===== src/rtl/btn_pkg.sv =====
// Shared definitions for the push-button conditioner: FSM encodings and channel indices.
// Latency: n/a (package only).
// Backpressure: n/a (package only).
package btn_pkg;

  // Per-channel debounce FSM encodings
  localparam logic [1:0] ST_IDLE         = 2'd0;
  localparam logic [1:0] ST_PRESS_WAIT   = 2'd1;
  localparam logic [1:0] ST_HELD         = 2'd2;
  localparam logic [1:0] ST_RELEASE_WAIT = 2'd3;

  typedef enum logic [1:0] {
    S_IDLE         = ST_IDLE,
    S_PRESS_WAIT   = ST_PRESS_WAIT,
    S_HELD         = ST_HELD,
    S_RELEASE_WAIT = ST_RELEASE_WAIT
  } btn_fsm_e;

  // Bit positions of each button in btn_state and the internal channel vectors
  localparam int CH_U = 2;
  localparam int CH_L = 1;
  localparam int CH_R = 0;

  // Larger of two elaboration-time values, used to size the repeat counter
  function automatic int max_int(input int a, input int b);
    return (a > b) ? a : b;
  endfunction

endpackage


===== src/rtl/btn_debounce_ch.sv =====
// One button channel: 2-flop synchronizer, debounce FSM, optional auto-repeat (BTN_REPEAT_EN).
// Latency: press pulse DEBOUNCE_CYCLES+2 clocks after a clean raw rising edge; release is silent.
// Backpressure: none; pulses are single-cycle strobes that the consumer must take as they come.
module btn_debounce_ch
  import btn_pkg::*;
#(
  parameter int DEBOUNCE_CYCLES = 1000000,
  parameter int REPEAT_DELAY    = 50000000,
  parameter int REPEAT_PERIOD   = 20000000,
  parameter bit REPEAT_EN       = 1'b0
) (
  input  logic clk,
  input  logic rst_n,
  input  logic raw,
  output logic pulse,
  output logic level
);

  localparam int              CNT_W    = $clog2(DEBOUNCE_CYCLES + 1);
  localparam logic [CNT_W-1:0] CNT_LAST = CNT_W'(DEBOUNCE_CYCLES - 1);
  localparam logic [CNT_W-1:0] CNT_MAX  = '1;

  logic             sync_q1;
  logic             sync_q2;
  btn_fsm_e         state;
  logic [CNT_W-1:0] cnt;
  logic [CNT_W-1:0] cnt_inc;
  logic             rep_fire;

  // Two-flop synchronizer; nothing downstream ever sees the raw pin
  always_ff @(posedge clk or negedge rst_n) begin
    if (!rst_n) begin
      sync_q1 <= 1'b0;
      sync_q2 <= 1'b0;
    end else begin
      sync_q1 <= raw;
      sync_q2 <= sync_q1;
    end
  end

  // Counter never wraps, so a stuck value can never fake a short stable run
  assign cnt_inc = (cnt == CNT_MAX) ? cnt : cnt + 1'b1;

`ifdef BTN_REPEAT_EN
  localparam int               REP_W     = $clog2(max_int(REPEAT_DELAY, REPEAT_PERIOD)) + 1;
  localparam logic [REP_W-1:0] REP_FIRST = REP_W'(REPEAT_DELAY - 1);
  localparam logic [REP_W-1:0] REP_NEXT  = REP_W'(REPEAT_PERIOD - 1);

  if (REPEAT_EN) begin : g_rep
    logic [REP_W-1:0] rep_cnt;
    logic             rep_first;
    logic             rep_run;
    logic [REP_W-1:0] rep_target;

    // Repeat timing only advances while the debounced button sits in HELD with input high
    assign rep_run    = (state == S_HELD) && sync_q2;
    assign rep_target = rep_first ? REP_FIRST : REP_NEXT;
    assign rep_fire   = rep_run && (rep_cnt == rep_target);

    // Initial delay, then fixed period; restarts whenever HELD is (re)entered
    always_ff @(posedge clk or negedge rst_n) begin
      if (!rst_n) begin
        rep_cnt   <= '0;
        rep_first <= 1'b1;
      end else if (!rep_run) begin
        rep_cnt   <= '0;
        rep_first <= 1'b1;
      end else if (rep_cnt == rep_target) begin
        rep_cnt   <= '0;
        rep_first <= 1'b0;
      end else if (rep_cnt != {REP_W{1'b1}}) begin
        rep_cnt <= rep_cnt + 1'b1;
      end
    end
  end else begin : g_norep
    logic unused_rep;
    assign unused_rep = ^{REP_FIRST, REP_NEXT};
    assign rep_fire   = 1'b0;
  end
`else
  logic unused_rep;
  assign unused_rep = ^{REPEAT_EN, (REPEAT_DELAY > 0), (REPEAT_PERIOD > 0)};
  assign rep_fire   = 1'b0;
`endif

  // Debounce FSM with registered pulse and level outputs
  always_ff @(posedge clk or negedge rst_n) begin
    if (!rst_n) begin
      state <= S_IDLE;
      cnt   <= '0;
      pulse <= 1'b0;
      level <= 1'b0;
    end else begin
      pulse <= 1'b0;
      case (state)
        S_IDLE: begin
          if (sync_q2) begin
            state <= S_PRESS_WAIT;
            cnt   <= '0;
          end
        end
        S_PRESS_WAIT: begin
          if (!sync_q2) begin
            // Bounce: drop the candidate press silently
            state <= S_IDLE;
            cnt   <= '0;
          end else if (cnt == CNT_LAST) begin
            state <= S_HELD;
            cnt   <= '0;
            pulse <= 1'b1;
            level <= 1'b1;
          end else begin
            cnt <= cnt_inc;
          end
        end
        S_HELD: begin
          if (!sync_q2) begin
            state <= S_RELEASE_WAIT;
            cnt   <= '0;
          end else begin
            pulse <= rep_fire;
          end
        end
        S_RELEASE_WAIT: begin
          if (sync_q2) begin
            // Release bounce: back to HELD without a new press pulse
            state <= S_HELD;
            cnt   <= '0;
          end else if (cnt == CNT_LAST) begin
            state <= S_IDLE;
            cnt   <= '0;
            level <= 1'b0;
          end else begin
            cnt <= cnt_inc;
          end
        end
        default: begin
          state <= S_IDLE;
          cnt   <= '0;
          level <= 1'b0;
        end
      endcase
    end
  end

endmodule


===== src/rtl/button_conditioner.sv =====
// Three-button conditioner (U/L/R) with press-pulse arbitration; auto-repeat on L/R under BTN_REPEAT_EN.
// Latency: DEBOUNCE_CYCLES+2 clocks from a clean raw press to its pulse; arbitration adds none.
// Backpressure: none; dUpp overrides L/R, and simultaneous L+R pulses cancel each other.
module button_conditioner
  import btn_pkg::*;
#(
  parameter int DEBOUNCE_CYCLES = 1000000,
  parameter int REPEAT_DELAY    = 50000000,
  parameter int REPEAT_PERIOD   = 20000000
) (
  input  logic       clk,
  input  logic       rst_n,
  input  logic       BTNU,
  input  logic       BTNL,
  input  logic       BTNR,
  output logic       dUpp,
  output logic       dLef,
  output logic       dRig,
  output logic [2:0] btn_state
);

  logic [2:0] ch_pulse;
  logic [2:0] ch_level;

  // Up never repeats: it acts as a reset-like command for the LED block
  btn_debounce_ch #(
    .DEBOUNCE_CYCLES(DEBOUNCE_CYCLES),
    .REPEAT_DELAY   (REPEAT_DELAY),
    .REPEAT_PERIOD  (REPEAT_PERIOD),
    .REPEAT_EN      (1'b0)
  ) u_ch_u (
    .clk  (clk),
    .rst_n(rst_n),
    .raw  (BTNU),
    .pulse(ch_pulse[CH_U]),
    .level(ch_level[CH_U])
  );

  btn_debounce_ch #(
    .DEBOUNCE_CYCLES(DEBOUNCE_CYCLES),
    .REPEAT_DELAY   (REPEAT_DELAY),
    .REPEAT_PERIOD  (REPEAT_PERIOD),
    .REPEAT_EN      (1'b1)
  ) u_ch_l (
    .clk  (clk),
    .rst_n(rst_n),
    .raw  (BTNL),
    .pulse(ch_pulse[CH_L]),
    .level(ch_level[CH_L])
  );

  btn_debounce_ch #(
    .DEBOUNCE_CYCLES(DEBOUNCE_CYCLES),
    .REPEAT_DELAY   (REPEAT_DELAY),
    .REPEAT_PERIOD  (REPEAT_PERIOD),
    .REPEAT_EN      (1'b1)
  ) u_ch_r (
    .clk  (clk),
    .rst_n(rst_n),
    .raw  (BTNR),
    .pulse(ch_pulse[CH_R]),
    .level(ch_level[CH_R])
  );

  // Up wins over everything; opposing left/right moves in one cycle cancel out
  assign dUpp      = ch_pulse[CH_U];
  assign dLef      = ch_pulse[CH_L] & ~ch_pulse[CH_U] & ~ch_pulse[CH_R];
  assign dRig      = ch_pulse[CH_R] & ~ch_pulse[CH_U] & ~ch_pulse[CH_L];
  assign btn_state = ch_level;

endmodule


===== config.mk =====
export PLATFORM = sky130hd
export DESIGN_NAME = button_conditioner
export DESIGN_NICKNAME = d
export VERILOG_FILES = /design/src/rtl/btn_pkg.sv /design/src/rtl/btn_debounce_ch.sv /design/src/rtl/button_conditioner.sv
export SDC_FILE = /design/constraint.sdc
export NUM_CORES = 1
export LEC_CHECK = 0
export CAP_MARGIN = 20
export CORE_ASPECT_RATIO = 0.5
export CORE_UTILIZATION = 50
export DETAILED_ROUTE_END_ITERATION = 6
export PLACE_DENSITY = 0.77
export SETUP_SLACK_MARGIN = 0.5
export SLEW_MARGIN = 20
export SYNTH_ARGS = -nofsm -noshare
export SYNTH_HDL_FRONTEND = slang
export SYNTH_SLANG_ARGS = --single-unit

===== constraint.sdc =====
create_clock -name clk -period 4.3 [get_ports clk]
set_input_delay 0.43 -clock clk [delete_from_list [all_inputs] [get_ports clk]]
set_output_delay 0.43 -clock clk [all_outputs]
set_load 0.02 [all_outputs]

Yosys cells after proc, flatten, opt, wreduce, memory -nomap -nowiden --
Index checks and enable logic that the tools add are counted.
Word-level totals: bits in registers 78, input bits 5, output and inout port bits 6, logic and storage cells 148
Cells by class: add/sub/neg operators 3, equal/unequal tests 39, mux-type cells 66, bitwise logic cells 7, reduce and logical (&&, ||, !) cells 15
Operator list (number):
- $mux W20 | 18
- $pmux W20 S4 | 3
- $eq A20 B20 Y1 const B | 6
- $add A20 B1 Y20 const B | 3
- $mux W2 | 18
- $ne A2 B1 Y1 const B | 12
- $pmux W2 S4 | 3
- $mux W1 | 21
- $reduce_and A5 Y1 | 3
- $eq A2 B2 Y1 const B | 6
- $ne A2 B2 Y1 const B | 6
- $reduce_and A4 Y1 | 3
- $ne A3 B1 Y1 const B | 3
- $ne A3 B3 Y1 const B | 3
- $eq A2 B1 Y1 const B | 3
- $logic_not A2 Y1 | 3
- $pmux W1 S2 | 3
- $reduce_and A2 Y1 | 3
- $reduce_bool A2 Y1 | 3
- $and A1 B1 Y1 | 4
- $not A1 Y1 | 3

Longest topological paths before layout --
depth after elaboration 5, mapped depth 8, gate-level depth less buffers 6

Cells and area by module --
A second synthesis with hierarchy kept.
Second synthesis, totals: cells, all modules 457, area, all modules 4493.1 um2
By module, submodules not included:
- btn_debounce_ch (u_ch_l ...) | times used 2, cells an instance 151, area an instance 1483.9 um2, seq. area each 650.6 um2
- btn_debounce_ch (u_ch_u) | times used 1, cells an instance 153, area an instance 1510.2 um2, seq. area each 650.6 um2
- button_conditioner | times used 1, cells an instance 2, area an instance 15.0 um2, seq. area each 0.0 um2

Worst setup path after synthesis --
Ideal clock, no wire load.
kind reg-to-reg, from register u_ch_r.cnt[15], to register u_ch_r.cnt[2], setup time 137 ps, arrival 1790 ps, setup slack 2373 ps, stages on the path, launching flop included 7, buffers on the path 1, clock period less this slack 1927 ps, cell sequence dfrtp_1 > or4b_4 > nor4_4 > a21oi_2 > buf_6 > a31oi_1 > a31oi_1
On the way: cells in the longest elaborated chain, start to end 5
RTL lines:
- start, declared | line btn_debounce_ch.sv:26 | logic [CNT_W-1:0] cnt;
- start signal, assigned | line btn_debounce_ch.sv:113 | cnt <= cnt_inc;
- start signal, assigned | line btn_debounce_ch.sv:134 | cnt <= cnt_inc;
- $eq A20 B20 Y1 | line btn_debounce_ch.sv:42 | assign cnt_inc = (cnt == CNT_MAX) ? cnt : cnt + 1'b1;
- $mux W20 | line btn_debounce_ch.sv:42
- $mux W20 * | line btn_debounce_ch.sv:107, btn_debounce_ch.sv:129
- $mux W20, on equally long branches | line btn_debounce_ch.sv:125, btn_debounce_ch.sv:103
- $pmux W20 S4 * | line btn_debounce_ch.sv:95 | case (state)
Every way passes the cells marked *; elsewhere a longest branch is shown, timed or not. A chain may end at the register's enable or synchronous reset.

Worst setup path after layout --
from register u_ch_r.cnt[0], to register u_ch_r.cnt[10]
On the way: cells in the longest elaborated chain, start to end 5
RTL lines (line):
- $add A20 B1 Y20 or $eq A20 B20 Y1 (tied branches) | btn_debounce_ch.sv:42
- $mux W20 | btn_debounce_ch.sv:42
- $mux W20 * | btn_debounce_ch.sv:107, btn_debounce_ch.sv:129
- $mux W20, on equally long branches | btn_debounce_ch.sv:125, btn_debounce_ch.sv:103
- $pmux W20 S4 * | btn_debounce_ch.sv:95
Marked as above.

==> summary.txt <==
outcome -> complete, no violations
ranking of synthesized cells by area -> dfrtp_1 44%, a21oi_1 4.9%, a31oi_1 4.2%, nand2_1 4.2%, nand3_1 3.1%
clk root buf -> clkbuf_16
max frequency -> 0.427 GHz
# rows -> 23
CTS tree -> built
sinks on the clock net -> 78
DR pass1 iterations -> 5
first-pass GRT wire length -> 17,100 µm
Final Slew Violations -> 0
WS Path Type -> register to register
Num CTS Buffers -> 9
Seq/Total Area, Yosys -> 43.7%
Syn Area/Cell -> 9.20 µm²
Post-Syn Area -> 4470 µm²
Core ar. -> 8320 µm²
total grt overflow -> 0
GR Util All Layers -> 23.7%
Core Util, Final -> 59.2%
Die Area -> 9340 µm²
Synth top area share -> 43.7%
Area Growth Syn to Fin -> 10.1%
Max Cap Viol -> 0
HPWL Detailed -> 6590 µm
RSZ-0062 raised after global routing -> false
# H-tree levels -> 3
Post-CTS Setup Inserts -> 0
Pwr per Cell Area -> 333 nW/µm²
Worst-path clk slew -> 0.06 ns
Register Area -> 1950 µm²
I/O Buffers -> 10
post-synthesis register bit count -> 78
Max VDD drop -> 0.000203 V
synth warn -> 0
Starting Density -> 53.7%
Final TNS setup -> 0 ns
worst skew pair latency -> 0.33 ns
WP data required -> 4.56 ns
drt drc -> 0
Final Cycle Share -> 54.5%
Post-Syn Instances -> 486
Clk pwr share -> 47.4%
clock tree buffer depth -> 2
Worst R2R Start -> u_ch_r.cnt[0]
sw frac -> 23.1%
post-layout net count -> 498
ANT nets after route -> 0
Cell Chain, Critical Path -> ha_1 > nand2_1 > nor3_4 > a21oi_2 > o21ai_0 > a31oi_1
post-CTS sizing -> 0
Worst Reg-to-Reg Cells -> 6
Post-synth EDFFs -> 0
count of cell types in the netlist -> 63
Avg Vias per Cell -> 6.33
vias in the first global route -> 3,626
Post-synth ARST share -> 100%
clock period minus worst slack -> 2.34 ns
largest net degree at the start of global routing -> 79
reg2reg setup slack -> 1.96 ns
CP arrival -> 2.60 ns
Worst Hold Class -> primary input to async pin
number of fillers in the final layout -> 720
P_int -> 1.26 mW
Main synth FF type -> dfrtp_1
# diodes -> 0
vias -> 3,843
syn nets -> 494
Setup Skew -> 0.00530 ns
combinational share of power -> 5.5%
sequential share of power -> 47.1%
FF-to-FF End -> u_ch_r.cnt[10]
worst-path maximum fanout -> 25
highest-delay cell along the critical path -> a21oi_2
Avg WL per Cell -> 16.1 µm
Leakage -> 1.98 nW
Iter 0 DRT Violations -> 254
Die Wd -> 136 µm
count of final hold-check violations -> 0
multi-input logic area -> 2370 µm²
Hold Buf Count CTS -> 0
P_sw -> 0.377 mW
layout cells sized above 1 -> 8.08%
crit start category -> register
gpl congestion -> 0.914
Final setup viols -> 0
Slew headroom -> 32.8%
area leader, netlist -> dfrtp_1
CP peak stage delay -> 0.81 ns
Die H -> 68.9 µm
CP endpoint kind -> register
actual slew at the worst max-slew pin -> 1.01 ns
I/O pin count -> 11
initial antenna violation count -> 0
Routed WL -> 9780 µm
## sequential cells by signal, summed over array words and instances (netlist names), named ones only
name / cells
u_ch_r.sync_q2: 1
u_ch_u.pulse: 1
u_ch_l.sync_q2: 1
u_ch_u.level: 1
u_ch_r.state: 1
u_ch_r.level: 1
u_ch_l.sync_q1: 1
u_ch_u.sync_q2: 1
u_ch_l.level: 1
u_ch_l.state: 1
u_ch_u.sync_q1: 1
u_ch_u.cnt: 20
u_ch_u.state: 1
u_ch_r.sync_q1: 1
u_ch_r.cnt: 20
u_ch_l.pulse: 1
u_ch_l.cnt: 20
u_ch_r.pulse: 1
## worst max-delay path: cells and delay by family, from the launching register on
family	cells	cell delay (ns)
AO/OA/AOI/OAI	3	1.25
AND/OR/NAND/NOR	2	0.29
adder cells (fa/ha/maj)	1	0.29
flip-flops	1	0.43
## per-layer routing
layer,vias up,GRT usage (%),share of wire (%)
li1,1877,-,-
met1,1860,29.8,47
met2,95,40.3,47
met3,11,6.43,4.5
met4,0,7.87,0.89
met5,-,0,0
## cells in the final DEF (no fill, tap or decap), types with 10 or more instances in the layout
master    count
o211ai_1     12
nand4_1      12
nand2_1      50
nor3_1       12
nand3_1      28
or4_1        10
o21ai_0      20
inv_1        15
and3_1       13
a21oi_1      44
dfrtp_1      78
nor2_1       24
a31oi_1      30
## area by class of cell
cell class / instances / area share (%)
Clock inverter: 5 / 1.17
Inverter: 15 / 1.14
Tap cell: 112 / 2.85
Sequential cell: 78 / 39.7
Timing Repair Buffer: 10 / 1.98
Clock buffer: 11 / 5.13
Multi-Input combinational cell: 376 / 48.1
## power by group through the flow
| stage | combinational (mW) | sequential (mW) | clock [mW] |
|---|---|---|---|
| finish | 0.0906 | 0.770 | 0.776 |
| global route | 0.104 | 0.772 | 0.836 |
| CTS | 0.0911 | 0.770 | 0.795 |
| detailed placement | 0.0905 | 0.783 | 0 |
| global placement | 0.0881 | 0.782 | 0 |
| floorplan | 0.0647 | 0.777 | 0 |
## Yosys cell counts, types with 6 or more instances
library cell,count
and2_1,6
or4_1,10
and3_1,13
inv_1,15
nor2_1,24
a31oi_1,30
nand4_1,12
o21ai_0,20
nand2_1,50
o21ai_1,6
o211ai_1,12
dfrtp_1,78
a41oi_1,7
a21o_1,9
or3_1,9
o31ai_1,6
nand3_1,28
a21oi_1,44
nor3_1,13
and4_1,6
## per-stage QoR
stage / setup WS (ns) / area (µm²) / hold slack, ns / power (mW) / cells
after floorplan: 2.37 / 4470 / 0.134 / 0.842 / 486
after global placement: 1.96 / 4590 / 0.333 / 0.870 / 591
after detailed placement: 1.86 / 4590 / 0.339 / 0.873 / 591
after CTS: 1.85 / 4900 / 0.287 / 1.66 / 607
after global routing: 1.70 / 4920 / 0.337 / 1.71 / 607
final: 1.96 / 4920 / 0.240 / 1.64 / 607
## worst max path at each step
stage          cells past startpoint      startpoint              to
2_1_floorplan                      6  u_ch_r.cnt[15]   u_ch_r.cnt[2]
3_3_place_gp                       6   u_ch_l.cnt[0]   u_ch_l.cnt[5]
3_5_place_dp                       6   u_ch_l.cnt[0]   u_ch_l.cnt[5]
4_1_cts                            6   u_ch_l.cnt[0]   u_ch_l.cnt[5]
5_1_grt                            6   u_ch_r.cnt[0]   u_ch_r.cnt[7]
6_report                           6   u_ch_r.cnt[0]  u_ch_r.cnt[10]
## logic make-up after synthesis
| family | after synthesis | share of synthesized area, % |
|---|---|---|
| xor gates and xnor gates | 5 | 0.980 |
| AOI/OAI and AO/OA | 172 | 25.1 |
| buffers and inverters | 32 | 3.84 |
| adders and majority gates | 3 | 0.840 |
| DFF | 78 | 43.7 |
| muxes | 4 | 0.924 |
| and+or+nand+nor | 192 | 24.7 |
Power figures use the tool's default switching activity.
